`config.mk`:
```
export PLATFORM = sky130hd
export DESIGN_NAME = ps2_led_sequencer_flat
export DESIGN_NICKNAME = d
export VERILOG_FILES = /design/src/rtl/ps2_pkg.sv /design/src/rtl/ps2_led_sequencer_if.sv /design/src/rtl/ps2_lock_tracker.sv /design/src/rtl/ps2_led_sequencer.sv /design/src/flat_wrapper.sv
export SDC_FILE = /design/constraint.sdc
export NUM_CORES = 1
export LEC_CHECK = 0
export BUFFER_PORTS_ARGS = -buffer_cell sky130_fd_sc_hd__buf_2
export CAP_MARGIN = 10
export CORE_MARGIN = 1
export CORE_UTILIZATION = 35
export DETAILED_ROUTE_END_ITERATION = 7
export PLACE_DENSITY_LB_ADDON = 0.08
export SYNTH_ARGS = -nofsm -noshare
export SYNTH_HDL_FRONTEND = slang
export SYNTH_SLANG_ARGS = --single-unit
```
`constraint.sdc`:
```
create_clock -name i_clk -period 3 [get_ports i_clk]
set_clock_uncertainty 0.15 [all_clocks]
set_input_delay 0 -clock i_clk [delete_from_list [all_inputs] [get_ports i_clk]]
set_output_delay 0 -clock i_clk [all_outputs]
set_load 0.03 [all_outputs]
```
`src/rtl/ps2_pkg.sv`:
```
// Shared PS/2 host-side constants and the LED command sequencer state type.
package ps2_pkg;

    localparam logic [7:0] PS2_CMD_SET_LED = 8'hED;
    localparam logic [7:0] PS2_ACK         = 8'hFA;
    localparam logic [7:0] PS2_RESEND      = 8'hFE;
    localparam logic [7:0] PS2_SC_CAPS     = 8'h58;
    localparam logic [7:0] PS2_SC_NUM      = 8'h77;
    localparam logic [7:0] PS2_SC_SCROLL   = 8'h7E;

    typedef enum logic [2:0] {
        IDLE,
        CMD,
        ACK1,
        LED,
        ACK2
    } t_led_seq_state;

endpackage

```
`src/rtl/ps2_led_sequencer_if.sv`:
```
// Signal bundle between the LED sequencer and its keyboard decoder, TX driver and application.
interface ps2_led_sequencer_if;

    logic        i_press;
    logic        i_release;
    logic [15:0] i_key;
    logic        i_emp;
    logic        i_rx_valid;
    logic [7:0]  i_rx_data;
    logic        i_tx_ready;
    logic        i_tx_err;
    logic        o_tx_valid;
    logic [7:0]  o_tx_data;
    logic [2:0]  o_leds;
    logic        o_busy;
    logic        o_err;

    modport slave (
        input  i_press, i_release, i_key, i_emp, i_rx_valid, i_rx_data, i_tx_ready, i_tx_err,
        output o_tx_valid, o_tx_data, o_leds, o_busy, o_err
    );

    modport master (
        output i_press, i_release, i_key, i_emp, i_rx_valid, i_rx_data, i_tx_ready, i_tx_err,
        input  o_tx_valid, o_tx_data, o_leds, o_busy, o_err
    );

endinterface

```
`src/rtl/ps2_lock_tracker.sv`:
```
// Lock-key decode with typematic suppression; owns the lock state and the "needs sending" flag.
module ps2_lock_tracker
    import ps2_pkg::*;
#(
    parameter logic [2:0] p_leds_init = 3'b010
) (
    input  logic        clk,
    input  logic        rst_n,
    input  logic        key_press,
    input  logic        key_release,
    input  logic [15:0] key,
    input  logic        emp,
    input  logic        launch,
    output logic [2:0]  leds,
    output logic        pending
);

    logic       key_ok;
    logic [2:0] hit;
    logic [2:0] held;
    logic [2:0] held_nxt;
    logic [2:0] toggle;

    always_comb begin
        key_ok = !emp && (key[15:8] == 8'h00);
        hit    = {key[7:0] == PS2_SC_CAPS,
                  key[7:0] == PS2_SC_NUM,
                  key[7:0] == PS2_SC_SCROLL} & {3{key_ok}};
        toggle   = key_press ? (hit & ~held) : 3'b000;
        held_nxt = (held | (key_press ? hit : 3'b000)) & ~(key_release ? hit : 3'b000);
    end

    // A toggle in the launch cycle wins over the clear so its new state is sent too.
    always_ff @(posedge clk or negedge rst_n) begin
        if (!rst_n) begin
            leds    <= p_leds_init;
            held    <= 3'b000;
            pending <= 1'b1;
        end else begin
            leds <= leds ^ toggle;
            held <= held_nxt;
            if (|toggle) begin
                pending <= 1'b1;
            end else if (launch) begin
                pending <= 1'b0;
            end
        end
    end

endmodule

```
`src/rtl/ps2_led_sequencer.sv`:
```
// Sends "Set LEDs" (0xED + LED byte) to the keyboard whenever lock state changes,
// with per-byte ACK check, response timeout and bounded retries.
module ps2_led_sequencer
    import ps2_pkg::*;
#(
    parameter int         p_timeout   = 1000000,
    parameter int         p_retry     = 3,
    parameter logic [2:0] p_leds_init = 3'b010
) (
    input  logic                i_clk,
    input  logic                i_rst_n,
    ps2_led_sequencer_if.slave  bus
);

    localparam int TW = $clog2(p_timeout + 1);

    t_led_seq_state state, state_nxt;
    logic [3:0]     attempt, attempt_nxt;
    logic [TW-1:0]  timer, timer_nxt;
    logic [2:0]     led_snap, led_snap_nxt;
    logic           tx_valid, tx_valid_nxt;
    logic [7:0]     tx_data, tx_data_nxt;
    logic           err, err_nxt;
    logic           launch;
    logic           pending;
    logic [2:0]     leds;
    logic           accept;
    logic           timeout;
    logic           ack_ev;
    logic           fail_ev;

    ps2_lock_tracker #(
        .p_leds_init (p_leds_init)
    ) u_lock_tracker (
        .clk         (i_clk),
        .rst_n       (i_rst_n),
        .key_press   (bus.i_press),
        .key_release (bus.i_release),
        .key         (bus.i_key),
        .emp         (bus.i_emp),
        .launch      (launch),
        .leds        (leds),
        .pending     (pending)
    );

    // TX error beats a same-cycle received byte; any received byte beats the timeout.
    always_comb begin
        accept  = tx_valid && bus.i_tx_ready;
        timeout = (timer == TW'(p_timeout));
        ack_ev  = !bus.i_tx_err && bus.i_rx_valid && (bus.i_rx_data == PS2_ACK);
        fail_ev = bus.i_tx_err
                  || (bus.i_rx_valid && (bus.i_rx_data == PS2_RESEND))
                  || (!bus.i_rx_valid && timeout);
    end

    always_comb begin
        state_nxt    = state;
        attempt_nxt  = attempt;
        timer_nxt    = timer;
        led_snap_nxt = led_snap;
        tx_valid_nxt = tx_valid;
        tx_data_nxt  = tx_data;
        err_nxt      = 1'b0;
        launch       = 1'b0;

        case (state)
            IDLE: begin
                if (pending) begin
                    launch       = 1'b1;
                    led_snap_nxt = leds;
                    attempt_nxt  = 4'd1;
                    tx_valid_nxt = 1'b1;
                    tx_data_nxt  = PS2_CMD_SET_LED;
                    state_nxt    = CMD;
                end
            end

            CMD, LED: begin
                if (accept) begin
                    tx_valid_nxt = 1'b0;
                    timer_nxt    = '0;
                    state_nxt    = (state == CMD) ? ACK1 : ACK2;
                end
            end

            ACK1, ACK2: begin
                timer_nxt = timeout ? timer : timer + TW'(1);
                if (ack_ev) begin
                    if (state == ACK1) begin
                        tx_valid_nxt = 1'b1;
                        tx_data_nxt  = {5'b00000, led_snap};
                        attempt_nxt  = 4'd1;
                        state_nxt    = LED;
                    end else begin
                        state_nxt = IDLE;
                    end
                end else if (fail_ev) begin
                    // tx_data still holds the byte just sent, so a retry re-offers it unchanged.
                    if (attempt < 4'(p_retry)) begin
                        attempt_nxt  = attempt + 4'd1;
                        tx_valid_nxt = 1'b1;
                        state_nxt    = (state == ACK1) ? CMD : LED;
                    end else begin
                        err_nxt   = 1'b1;
                        state_nxt = IDLE;
                    end
                end
            end

            default: state_nxt = IDLE;
        endcase
    end

    always_ff @(posedge i_clk or negedge i_rst_n) begin
        if (!i_rst_n) begin
            state    <= IDLE;
            attempt  <= 4'd0;
            timer    <= '0;
            led_snap <= 3'b000;
            tx_valid <= 1'b0;
            tx_data  <= 8'h00;
            err      <= 1'b0;
        end else begin
            state    <= state_nxt;
            attempt  <= attempt_nxt;
            timer    <= timer_nxt;
            led_snap <= led_snap_nxt;
            tx_valid <= tx_valid_nxt;
            tx_data  <= tx_data_nxt;
            err      <= err_nxt;
        end
    end

    assign bus.o_tx_valid = tx_valid;
    assign bus.o_tx_data  = tx_data;
    assign bus.o_leds     = leds;
    assign bus.o_busy     = (state != IDLE);
    assign bus.o_err      = err;

endmodule

```
`src/flat_wrapper.sv`:
```
// flat-port wrapper written by rule: the top's interface ports become plain ports
module ps2_led_sequencer_flat import ps2_pkg::*;
#(
    parameter int         p_timeout   = 1000000,
    parameter int         p_retry     = 3,
    parameter logic [2:0] p_leds_init = 3'b010
)
  (i_clk, i_rst_n, bus_i_press, bus_i_release, bus_i_key, bus_i_emp, bus_i_rx_valid, bus_i_rx_data, bus_i_tx_ready, bus_i_tx_err, bus_o_tx_valid, bus_o_tx_data, bus_o_leds, bus_o_busy, bus_o_err);
  ps2_led_sequencer_if bus_i ();
  input  logic i_clk;
  input  logic i_rst_n;
  input wire logic [$bits(bus_i.i_press)-1:0] bus_i_press;
  input wire logic [$bits(bus_i.i_release)-1:0] bus_i_release;
  input wire logic [$bits(bus_i.i_key)-1:0] bus_i_key;
  input wire logic [$bits(bus_i.i_emp)-1:0] bus_i_emp;
  input wire logic [$bits(bus_i.i_rx_valid)-1:0] bus_i_rx_valid;
  input wire logic [$bits(bus_i.i_rx_data)-1:0] bus_i_rx_data;
  input wire logic [$bits(bus_i.i_tx_ready)-1:0] bus_i_tx_ready;
  input wire logic [$bits(bus_i.i_tx_err)-1:0] bus_i_tx_err;
  output wire logic [$bits(bus_i.o_tx_valid)-1:0] bus_o_tx_valid;
  output wire logic [$bits(bus_i.o_tx_data)-1:0] bus_o_tx_data;
  output wire logic [$bits(bus_i.o_leds)-1:0] bus_o_leds;
  output wire logic [$bits(bus_i.o_busy)-1:0] bus_o_busy;
  output wire logic [$bits(bus_i.o_err)-1:0] bus_o_err;
  assign bus_i.i_press = bus_i_press;
  assign bus_i.i_release = bus_i_release;
  assign bus_i.i_key = bus_i_key;
  assign bus_i.i_emp = bus_i_emp;
  assign bus_i.i_rx_valid = bus_i_rx_valid;
  assign bus_i.i_rx_data = bus_i_rx_data;
  assign bus_i.i_tx_ready = bus_i_tx_ready;
  assign bus_i.i_tx_err = bus_i_tx_err;
  assign bus_o_tx_valid = bus_i.o_tx_valid;
  assign bus_o_tx_data = bus_i.o_tx_data;
  assign bus_o_leds = bus_i.o_leds;
  assign bus_o_busy = bus_i.o_busy;
  assign bus_o_err = bus_i.o_err;
  ps2_led_sequencer #(.p_timeout(p_timeout), .p_retry(p_retry), .p_leds_init(p_leds_init)) u_core (.i_clk(i_clk), .i_rst_n(i_rst_n), .bus(bus_i));
endmodule
```
==> results of run 1 <==
==> cell families after synthesis <==
| logic type | synth area share [%] |
|---|---|
| xor gates and xnor gates | 1.40 |
| adders and majority gates | 1.50 |
| buffers and inverters | 5.71 |
| muxes | 4.81 |
| and+or+nand+nor | 27.6 |
| AOI/OAI and AO/OA | 15.6 |
| DFF | 43.2 |
| other | 0.150 |
==> layout by cell type, fill, tap and decap left out, types with 2 or more instances in the layout <==
cell,instances
nor4_1,4
buf_4,3
buf_2,44
dfstp_2,2
nor4bb_1,2
o31ai_1,4
nand3_1,8
ha_1,3
dfrtp_1,41
o211ai_1,2
nor3_1,13
nor3b_2,2
clkbuf_8,5
and4b_1,2
or4_1,4
xnor2_1,2
o21a_1,2
nor2_1,22
nand2_1,12
nand2b_1,3
mux2_2,4
bufinv_16,2
o21ai_0,14
xor2_1,2
or2_2,4
nor4b_1,2
dlygate4sd3_1,15
mux2i_1,6
a21oi_1,22
inv_1,15
or3_1,14
nor2b_1,3
nand4_1,10
==> area by class of cell <==
class                   count  share of cell area (%)
clock inverters             3                    2.21
multi-input cells         194                    41.7
inverters                  15                    1.84
repair buffers             62                    12.8
clock buffers               5                    2.25
well taps                  96                    3.92
flip-flops and latches     43                    35.2
==> critical path, stage by stage, from the launching register on <==
cell	delay (ps)
dfrtp_1	590
nor3b_2	360
nor2_1	220
a221o_1	570
or4_1	570
a21oi_1	150
==> worst paths after layout <==
kind,start,to,slack (ps),cells after the start
min in group asynchronous,i_rst_n,u_core.timer[7]$_DFFE_PN0P_,240,2
worst max register to register,u_core.state[2]$_DFFE_PN0P_,u_core.timer[18]$_DFFE_PN0P_,320,5
max in group asynchronous,i_rst_n,u_core.timer[13]$_DFFE_PN0P_,1850,2
worst min-delay path,bus_i_rx_valid,u_core.bus.o_err$_DFF_PN0_,8,3
worst max-delay path,u_core.state[2]$_DFFE_PN0P_,u_core.timer[18]$_DFFE_PN0P_,320,5
worst min register to register,u_core.u_lock_tracker.leds[2]$_DFF_PN0_,u_core.u_lock_tracker.leds[2]$_DFF_PN0_,350,1
==> flip-flops by register name (all words and copies together), names as in the netlist <==
| signal | count |
|---|---|
| u_core.bus.o_tx_data | 4 |
| u_core.u_lock_tracker.pending | 1 |
| u_core.u_lock_tracker.leds | 3 |
| u_core.led_snap | 3 |
| u_core.bus.o_err | 1 |
| u_core.bus.o_tx_valid | 1 |
| u_core.state | 3 |
| u_core.u_lock_tracker.held | 3 |
| u_core.attempt | 4 |
| u_core.timer | 20 |
==> report_power, final <==
part	total (mW)	internal [mW]	switching [mW]
clock network	0.549	0.332	0.216
logic	0.0525	0.0260	0.0265
registers	0.579	0.579	0.0000510
==> metrics by stage <==
step	hold WS, ps	cells	setup WS (ps)	utilization [%]
finish	8.49	418	320	44.8
global route	19.8	418	167	44.8
CTS	1.23	418	333	44.8
detailed placement	43.8	395	370	40.6
global placement	45.8	395	427	40.6
floorplan	-446	263	664	-
==> per-layer routing <==
layer | wire length [µm] | share of wire (%) | vias to the layer above | track usage, %
li1 | - | - | 1088 | -
met1 | 2790 | 49 | 1042 | 21.9
met2 | 2570 | 45 | 47 | 26.3
met3 | 203 | 3.6 | 7 | 3.14
met4 | 93 | 1.6 | 0 | 5.00
met5 | 0 | 0 | - | 0
==> what timing repair did <==
action,4_1_cts,5_1_grt
hold buffers,15,0
endpoints found under the hold margin,47,0
buffers inserted,0,0
==> summary.md, run 1 <==
| Metric | Value |
|---|---|
| Fraction of registers with async set or reset after synthesis | 100% |
| Worst EP required | 3080 ps |
| Status | completed |
| Total die area | 7480 µm² |
| Final worst path period need | 2680 ps |
| Yosys warns | 0 |
| Worst hold-check path type | in2reg |
| Vias | roughly 2200 |
| Core area | between 6000 and 7000 µm² |
| Vias per inst | 5.22 |
| Post-synth top area cell | dfrtp_1 |
| Die height | 86.5 µm |
| Multi-input logic area | around 1300 µm² |
| Setup CP Type | reg2reg |
| Rows | 30 |
| First-pass GRT wire length | between 9000 and 10000 µm |
| Power Dens Cells | between 300 and 400 nW/µm² |
| Peak Freq | 0.373 GHz |
| Synth top area share | approximately two fifths |
| Port bufs | 44 |
| FF+latch area | around 1100 µm² |
| Pre-antenna DRT Iters | 4 |
| Final period util | around nine tenths |
| FILL cells | about 670 |
| Peak VDD IR | about 0.20 mV |
| Antenna violations before repair | 0 |
| TNS Setup | 0 ps |
| DRC Markers | 0 |
| Relative slew slack | 34.7% |
| Vias in the first global route | between 2000 and 2500 |
| Worst Setup End Kind | flip-flop |
| Wire per inst | between 10 and 15 µm |
| Final setup fails | 0 |
| Pwr Total | ~1.2 mW |
| ANT cells | 0 |
| Top cells by count, synth | dfrtp_1, a21oi_1, nor2_1 |
| Final Hold Fails | 0 |
| Largest net degree at the start of global routing | 44 |
| Post-CTS Resized | 0 |
| Dpl hpwl | roughly 4000 µm |
| I/O pin count | 46 |
| Post-synthesis cell count | 263 |
| Setup crit start kind | flip-flop |
| Slew at the pin with the worst max-slew slack | 980 ps |
| H-tree Lvls | 2 |
| Mean area per synthesized cell | 9.50 µm² |
| Distinct cells, synth | roughly 60 |
| Nets | between 300 and 400 |
| Area Growth Syn to Fin | 22.5% |
| Placer congestion estimate | about 0.8 |
| TritonCTS sink count | 43 |
| Cell area after layout | between 3000 and 4000 µm² |
| Most common cell in the netlist | dfrtp_1 |
| Seq/Total Area, Yosys | between 40% and 50% |
| Register bit count reported by yosys | 43 |
| Area of the mapped netlist | between 2000 and 2500 µm² |
| Reg clk slew, reported paths | roughly 90 ps |
| Initial Utilization | a little over a third |
| Detailed Route WL | approximately 5700 µm |
| 1st-iter DRT viols | a little under 100 |
| Pleak | between 1 and 1.5 nW |
| Ranking of synthesized cells by area | dfrtp_1, a21oi_1, or3_1 |
| Total grt overflow | 0 |
| Die X | between 80 and 90 µm |
| CP max FO | 17 |
| Clock buffer depth | 2 |
| Post-synth net total | a little under 300 |
| Fraction of layout cells with a size suffix above 1 | around a quarter |
| Skew-Pair Late Insertion Delay | 300 ps |
| Synth Flop Type | dfrtp_1 |
| Final ANT Viol Nets | 0 |
| Clock Root Buffer | clkbuf_8 |
| Placed inst area | around 2800 µm² |
| Final slew viol count | 0 |
| Post-synth EDFFs | 0 |
| MaxCap Viol Count | 0 |
| Total track usage | between 10% and 20% |
| Unrepaired setup endpoints after global routing | false |
| CTS tree | yes |
| CTS buffer count | 5 |
| Crit path arrival time | ~2800 ps |
Power figures use the tool's default switching activity.
==> inputs of run 2 (changes only) <==
--- a/config.mk
+++ b/config.mk
@@ -5,6 +5,7 @@
 export SDC_FILE = /design/constraint.sdc
 export NUM_CORES = 1
 export LEC_CHECK = 0
+export ABC_AREA = 1
 export BUFFER_PORTS_ARGS = -buffer_cell sky130_fd_sc_hd__buf_2
 export CAP_MARGIN = 10
 export CORE_MARGIN = 1
==> summary.md, run 2 <==
| Metric | Value |
|---|---|
| Power Dens Cells | 638 nW/µm² (+66%) |
| Pre-antenna DRT Iters | 4 (unchanged) |
| Net switching power figure | 0.929 mW (+280%) |
| Util after Layout | 44.4% (-0.42 points) |
| Worst hold-check path type | in2reg |
| Top cells by count, synth | nand2_1, nor2_1, dfrtp_1 |
| Synth Flop Type | dfrtp_1 |
| Antenna violations before repair | 0 (unchanged) |
| Area of the mapped netlist | 2750 µm² (+10%) |
| Most flops, register | u_core.timer |
| Clk pwr share | 21.9% (-25 points) |
| Rows | 31 (+3.3%) |
| Max reg flops | 20 (unchanged) |
| Clock buffer depth | 2 (unchanged) |
| CP max FO | 3 (-14) |
| Crit path arrival time | 2920 ps (+160 ps) |
| Die X | 90.7 µm (+4.8%) |
| Detailed Route WL | 6200 µm (+9.6%) |
| Final ANT Viol Nets | 0 (unchanged) |
| DRC Markers | 0 (unchanged) |
| Skew-Pair Late Insertion Delay | 300 ps (about the same) |
| CTS buffer count | 5 (unchanged) |
| Pleak | 1.53 nW (+20%) |
| First-pass GRT wire length | 10900 µm (+14%) |
| Largest net degree at the start of global routing | 44 (unchanged) |
| CTS tree | yes |
| Post-synth net total | 414 (+39%) |
| Seq pwr share | 34.4% (-15 points) |
| Cell area after layout | 3290 µm² (+7.4%) |
| Worst EP required | 3050 ps (-30 ps) |
| Area Growth Syn to Fin | 19.6% |
| Unrepaired setup endpoints after global routing | false |
| Peak VDD IR | 0.564 mV (+190%) |
| Reg clk slew, reported paths | 80 ps (about the same) |
| Fraction of layout cells with a size suffix above 1 | 19.0% (-5.2 points) |
| Die height | 90.7 µm (+4.8%) |
| Nets | 471 (+32%) |
| Core area | 7410 µm² (+8.4%) |
| 1st-iter DRT viols | 94 (-3.1%) |
| Status | completed |
| Most frequent cells in the layout | nand2_1, nor2_1, buf_2 |
| Seq/Total Area, Yosys | 39.2% (-4.0 points) |
| Distinct cells, synth | 37 (-39%) |
| Relative slew slack | 22.6% (-12 points) |
| Fraction of registers with async set or reset after synthesis | 100% (unchanged) |
| Placed inst area | 3010 µm² (+8.6%) |
| Post-synthesis cell count | 379 (+44%) |
| TNS Setup | 0 ps (unchanged) |
| Final Hold Fails | 0 (unchanged) |
| Total track usage | 16.3% (+0.12 points) |
| Most common cell after layout, fill and taps aside | nand2_1 |
| Clock Root Buffer | clkbuf_8 |
| Final slew viol count | 0 (unchanged) |
| Wire per inst | 11.6 µm (-15%) |
| Peak Freq | 0.349 GHz (-6.4%) |
| Internal power | 1.17 mW (+25%) |
| Slew at the pin with the worst max-slew slack | 1160 ps (+178 ps) |
| Final period util | 95.5% (+6.1 points) |
| TritonCTS sink count | 43 (unchanged) |
| ANT cells | 0 (unchanged) |
| I/O pin count | 46 (unchanged) |
| Placer congestion estimate | 0.800 (about the same) |
| Vias | 2499 (+14%) |
| Post-CTS Resized | 0 (unchanged) |
| Initial Utilization | 37.1% (+0.56 points) |
| FILL cells | 776 (+15%) |
| Vias in the first global route | 2417 (+18%) |
| Post-synth top area cell | dfrtp_1 |
| Final worst path period need | 2860 ps (+184 ps) |
| Setup crit start kind | input pin |
| Switch share | 44.2% (+24 points) |
| Vias per inst | 4.66 (-11%) |
| Yosys warns | 0 (unchanged) |
| Register bit count reported by yosys | 43 (unchanged) |
| Total die area | 8220 µm² (+9.9%) |
| Synth top area share | 37.3% (-3.8 points) |
| MaxCap Viol Count | 0 (unchanged) |
| Worst Setup End Kind | flip-flop |
| Comb pwr share | 43.7% (+39 points) |
| Total grt overflow | 0 (unchanged) |
| Most common cell in the netlist | nand2_1 |
| Final setup fails | 0 (unchanged) |
| Post-synth EDFFs | 0 (unchanged) |
| Setup CP Type | in2reg |
| Dpl hpwl | 4450 µm (+11%) |
| Mean area per synthesized cell | 7.26 µm² (-24%) |
| H-tree Lvls | 2 (unchanged) |
| Ranking of synthesized cells by area | dfrtp_1, nand2_1, nand3_1 |
| Setup Buffers After CTS | 0 (unchanged) |
| Port bufs | 44 (unchanged) |
run 2: final timing paths:
kind,from,end,slack [ps],cells past startpoint
min in group asynchronous,i_rst_n,u_core.timer[9]$_DFFE_PN0P_,230,2
setup reg to reg,u_core.state[1]$_DFFE_PN0P_,u_core.timer[2]$_DFFE_PN0P_,750,6
hold / removal,bus_i_key[0],u_core.u_lock_tracker.leds[2]$_DFF_PN0_,20,5
hold reg to reg,u_core.u_lock_tracker.leds[1]$_DFF_PN1_,u_core.u_lock_tracker.leds[1]$_DFF_PN1_,330,2
max in group asynchronous,i_rst_n,u_core.bus.o_tx_data[0]$_DFFE_PN0P_,1870,2
setup / recovery,bus_i_key[2],u_core.u_lock_tracker.held[2]$_DFF_PN0_,140,11
run 2: cell type report:
type	count	area [µm²]	share of cell area, %
Multi-Input combinational cell	290	1460	44.4
Sequential cell	43	1080	32.8
Timing Repair Buffer	61	390	11.9
Inverter	35	131	3.99
Tap cell	99	124	3.77
Clock buffer	7	76.3	2.32
Clock inverter	1	30.0	0.913
run 2: logic make-up after synthesis:
logic type,after synthesis,synth area share [%]
buffers and inverters,46,7.78
AND/OR/NAND/NOR,241,40.6
XOR/XNOR,8,2.55
AO/OA/AOI/OAI,37,8.41
other,1,0.136
flip-flops,43,39.2
adder cells (fa/ha/maj),3,1.36
run 2: what timing repair did:
| item | in CTS | in global routing |
|---|---|---|
| endpoints found under the setup margin | 0 | 0 |
| endpoints found under the hold margin | 52 | 0 |
| hold buffers | 17 | 0 |
run 2: per-stage QoR:
step                hold WS, ps  power, mW  cells  worst slack (ps)
floorplan                  -446       1.52    379              1380
global placement           64.6       1.65    511               816
detailed placement         80.0       1.65    511               749
CTS                        8.66       2.13    536               165
global route               61.5       2.26    536              21.8
finish                     19.8       2.10    536               136
run 2: power by group through the flow:
| stage | registers [mW] | logic (mW) | clock network, mW |
|---|---|---|---|
| 5_1_grt | 0.734 | 1.03 | 0.497 |
| 3_5_place_dp | 0.733 | 0.917 | 0 |
| 2_1_floorplan | 0.779 | 0.743 | 0 |
| 4_1_cts | 0.723 | 0.936 | 0.475 |
| 6_report | 0.723 | 0.917 | 0.460 |
| 3_3_place_gp | 0.732 | 0.919 | 0 |
run 2: layer usage:
layer	routed length (µm)	up-vias	GRT usage, %
met5	0	-	0
met4	118	0	6.18
met3	153	9	2.61
met2	3030	33	27.8
met1	2900	1136	20.6
li1	-	1321	-
run 2: worst max-delay path: stages:
cell           delay, ps
dlygate4sd3_1        530
buf_2                130
nor2_1               100
nand3_1               70
dlygate4sd3_1        550
nor3_1               210
dlygate4sd3_1        600
nand3_1               60
dlygate4sd3_1        560
nand2_1               60
inv_1                 30
==> inputs of run 3 (changes only) <==
--- a/config.mk
+++ b/config.mk
@@ -8,6 +8,7 @@
 export ABC_AREA = 1
 export BUFFER_PORTS_ARGS = -buffer_cell sky130_fd_sc_hd__buf_2
 export CAP_MARGIN = 10
+export CORE_ASPECT_RATIO = 1.25
 export CORE_MARGIN = 1
 export CORE_UTILIZATION = 35
 export DETAILED_ROUTE_END_ITERATION = 7
==> constraint.sdc (replaced) <==
create_clock -name i_clk -period 2.7 [get_ports i_clk]
set_clock_uncertainty 0.15 [all_clocks]
set_input_delay 0 -clock i_clk [delete_from_list [all_inputs] [get_ports i_clk]]
set_output_delay 0 -clock i_clk [all_outputs]
set_load 0.03 [all_outputs]
==> summary.md, run 3 (synthesized netlist as in run 2, its figures left out) <==
| Metric | Value |
|---|---|
| Dpl hpwl | 4520 µm (+1.6%) |
| Vias in the first global route | 2325 (-3.8%) |
| Final setup fails | 0 (unchanged) |
| Clk pwr share | 18.1% (-3.8 points) |
| MaxCap Viol Count | 0 (unchanged) |
| I/O pin count | 46 (unchanged) |
| DRC Markers | 0 (unchanged) |
| Total grt overflow | 0 (unchanged) |
| Reg clk slew, reported paths | 80 ps (about the same) |
| Wire per inst | 11.6 µm (+0.45%) |
| Area Growth Syn to Fin | 16.9% |
| Worst hold-check path type | in2reg |
| TNS Setup | 0 ps (unchanged) |
| Final slew viol count | 0 (unchanged) |
| Die X | 81.3 µm (-10%) |
| Unrepaired setup endpoints after global routing | false |
| Post-CTS Resized | 0 (unchanged) |
| Comb pwr share | 46.0% (+2.3 points) |
| Final worst setup slack | 224 ps (+88.2 ps) |
| Cell area after layout | 3220 µm² (-2.2%) |
| Die height | 101 µm (+12%) |
| TritonCTS sink count | 43 (unchanged) |
| Final worst path period need | ~2500 ps |
| Max reg flops | 20 (unchanged) |
| Most flops, register | u_core.timer |
| Worst Setup End Kind | flip-flop |
| CTS tree | yes |
| Util after Layout | 42.9% (-1.5 points) |
| Rows | 35 (+13%) |
| Placer congestion estimate | 0.777 (-2.8%) |
| Seq pwr share | 35.9% (+1.5 points) |
| Slew at the pin with the worst max-slew slack | 1170 ps (+13.3 ps) |
| 1st-iter DRT viols | 103 (+9.6%) |
| Peak Freq | ~0.4 GHz |
| Placed inst area | 3000 µm² (-0.29%) |
| Nets | 467 (-0.85%) |
| H-tree Lvls | 2 (unchanged) |
| CTS buffer count | 5 (unchanged) |
| Detailed Route WL | 6100 µm (-1.6%) |
| FILL cells | 793 (+2.2%) |
| Fraction of layout cells with a size suffix above 1 | 19.2% (+0.18 points) |
| Setup Buffers After CTS | 0 (unchanged) |
| Total track usage | 16.4% (+0.082 points) |
| Most common cell after layout, fill and taps aside | nand2_1 |
| Initial Utilization | 36.7% (-0.40 points) |
| Pre-antenna DRT Iters | 4 (unchanged) |
| Net switching power figure | 1.03 mW (+10%) |
| Most frequent cells in the layout | nand2_1, nor2_1, buf_2 |
| Pleak | 1.51 nW (-1.6%) |
| ANT cells | 0 (unchanged) |
| Vias | 2469 (-1.2%) |
| Final ANT Viol Nets | 0 (unchanged) |
| Largest net degree at the start of global routing | 44 (unchanged) |
| Port bufs | 44 (unchanged) |
| FF+latch area | 1080 µm² (unchanged) |
| Setup CP Type | in2reg |
| Crit path arrival time | 2530 ps (-390 ps) |
| Post-place setup slack | 437 ps (-311 ps) |
| Internal power | 1.20 mW (+2.7%) |
| Power Dens Cells | 693 nW/µm² (+8.6%) |
| Status | completed |
| Total die area | 8220 µm² (about the same) |
| Peak VDD IR | 0.637 mV (+13%) |
| Multi-input logic area | 1460 µm² (unchanged) |
| Clock buffer depth | 2 (unchanged) |
| First-pass GRT wire length | 10500 µm (-3.5%) |
| Antenna violations before repair | 0 (unchanged) |
| Clock Root Buffer | clkbuf_8 |
| Relative slew slack | 21.7% (-0.89 points) |
| Switch share | 46.0% (+1.8 points) |
| Skew-Pair Late Insertion Delay | 290 ps (about the same) |
| CP max FO | 3 (unchanged) |
| Setup crit start kind | input pin |
| Final period util | about nine tenths |
| Final Hold Fails | 0 (unchanged) |
| Worst EP required | 2750 ps (-300 ps) |
| Core area | 7490 µm² (+1.1%) |
| Vias per inst | 4.70 (+0.87%) |
==> run 3: final timing paths <==
check,start,end,slack [ps],cells after the start
setup / recovery,bus_i_key[1],u_core.u_lock_tracker.held[2]$_DFF_PN0_,220,9
hold / removal,bus_i_key[3],u_core.u_lock_tracker.leds[2]$_DFF_PN0_,1,5
setup reg to reg,u_core.state[1]$_DFFE_PN0P_,u_core.timer[19]$_DFFE_PN0P_,450,5
hold reg to reg,u_core.u_lock_tracker.leds[1]$_DFF_PN1_,u_core.u_lock_tracker.leds[1]$_DFF_PN1_,330,2
max in group asynchronous,i_rst_n,u_core.state[1]$_DFFE_PN0P_,1540,2
min in group asynchronous,i_rst_n,u_core.timer[16]$_DFFE_PN0P_,250,2
==> run 3: layout make-up <==
class                      instances  area share [%]
multi-input combinational        290            45.4
clock buffer                       7            2.37
tap                               92            3.58
inverter                          35            4.09
clock inverter                     1           0.156
timing repair buffer              57            10.9
sequential                        43            33.5
==> run 3: layer usage <==
| metal | share of wire, % | global-route usage [%] | vias up |
|---|---|---|---|
| met2 | 48 | 28.1 | 39 |
| met5 | 0 | 0 | - |
| met1 | 48 | 20.7 | 1111 |
| li1 | - | - | 1313 |
| met4 | 1.2 | 4.95 | 0 |
| met3 | 2.7 | 2.97 | 6 |
==> run 3: power groups by stage <==
stage | combinational [mW] | sequential (mW) | clock, mW
after floorplan | 0.826 | 0.866 | 0
after global placement | 1.02 | 0.812 | 0
after detailed placement | 1.03 | 0.812 | 0
after CTS | 1.04 | 0.801 | 0.427
after global routing | 1.15 | 0.814 | 0.450
final | 1.02 | 0.800 | 0.403
==> run 3: what timing repair did <==
action | 4_1_cts | 5_1_grt
endpoints found under the hold margin | 51 | 0
hold buffers | 13 | 0
setup endpoints to repair | 0 | 0
==> run 3: critical path, cell delays in order <==
cell	delay (ps)
dlygate4sd3_1	530
buf_2	130
or2_2	280
nor3_1	240
dlygate4sd3_1	610
nand3_1	70
dlygate4sd3_1	570
nand2_1	70
inv_1	30
==> run 3: per-stage QoR <==
stage               std cells  power, mW  hold WS (ps)
CTS                       525       2.27         0.755
floorplan                 379       1.69          -446
global route              525       2.41          40.2
finish                    525       2.23          1.03
global placement          504       1.83          78.4
detailed placement        504       1.84          90.5
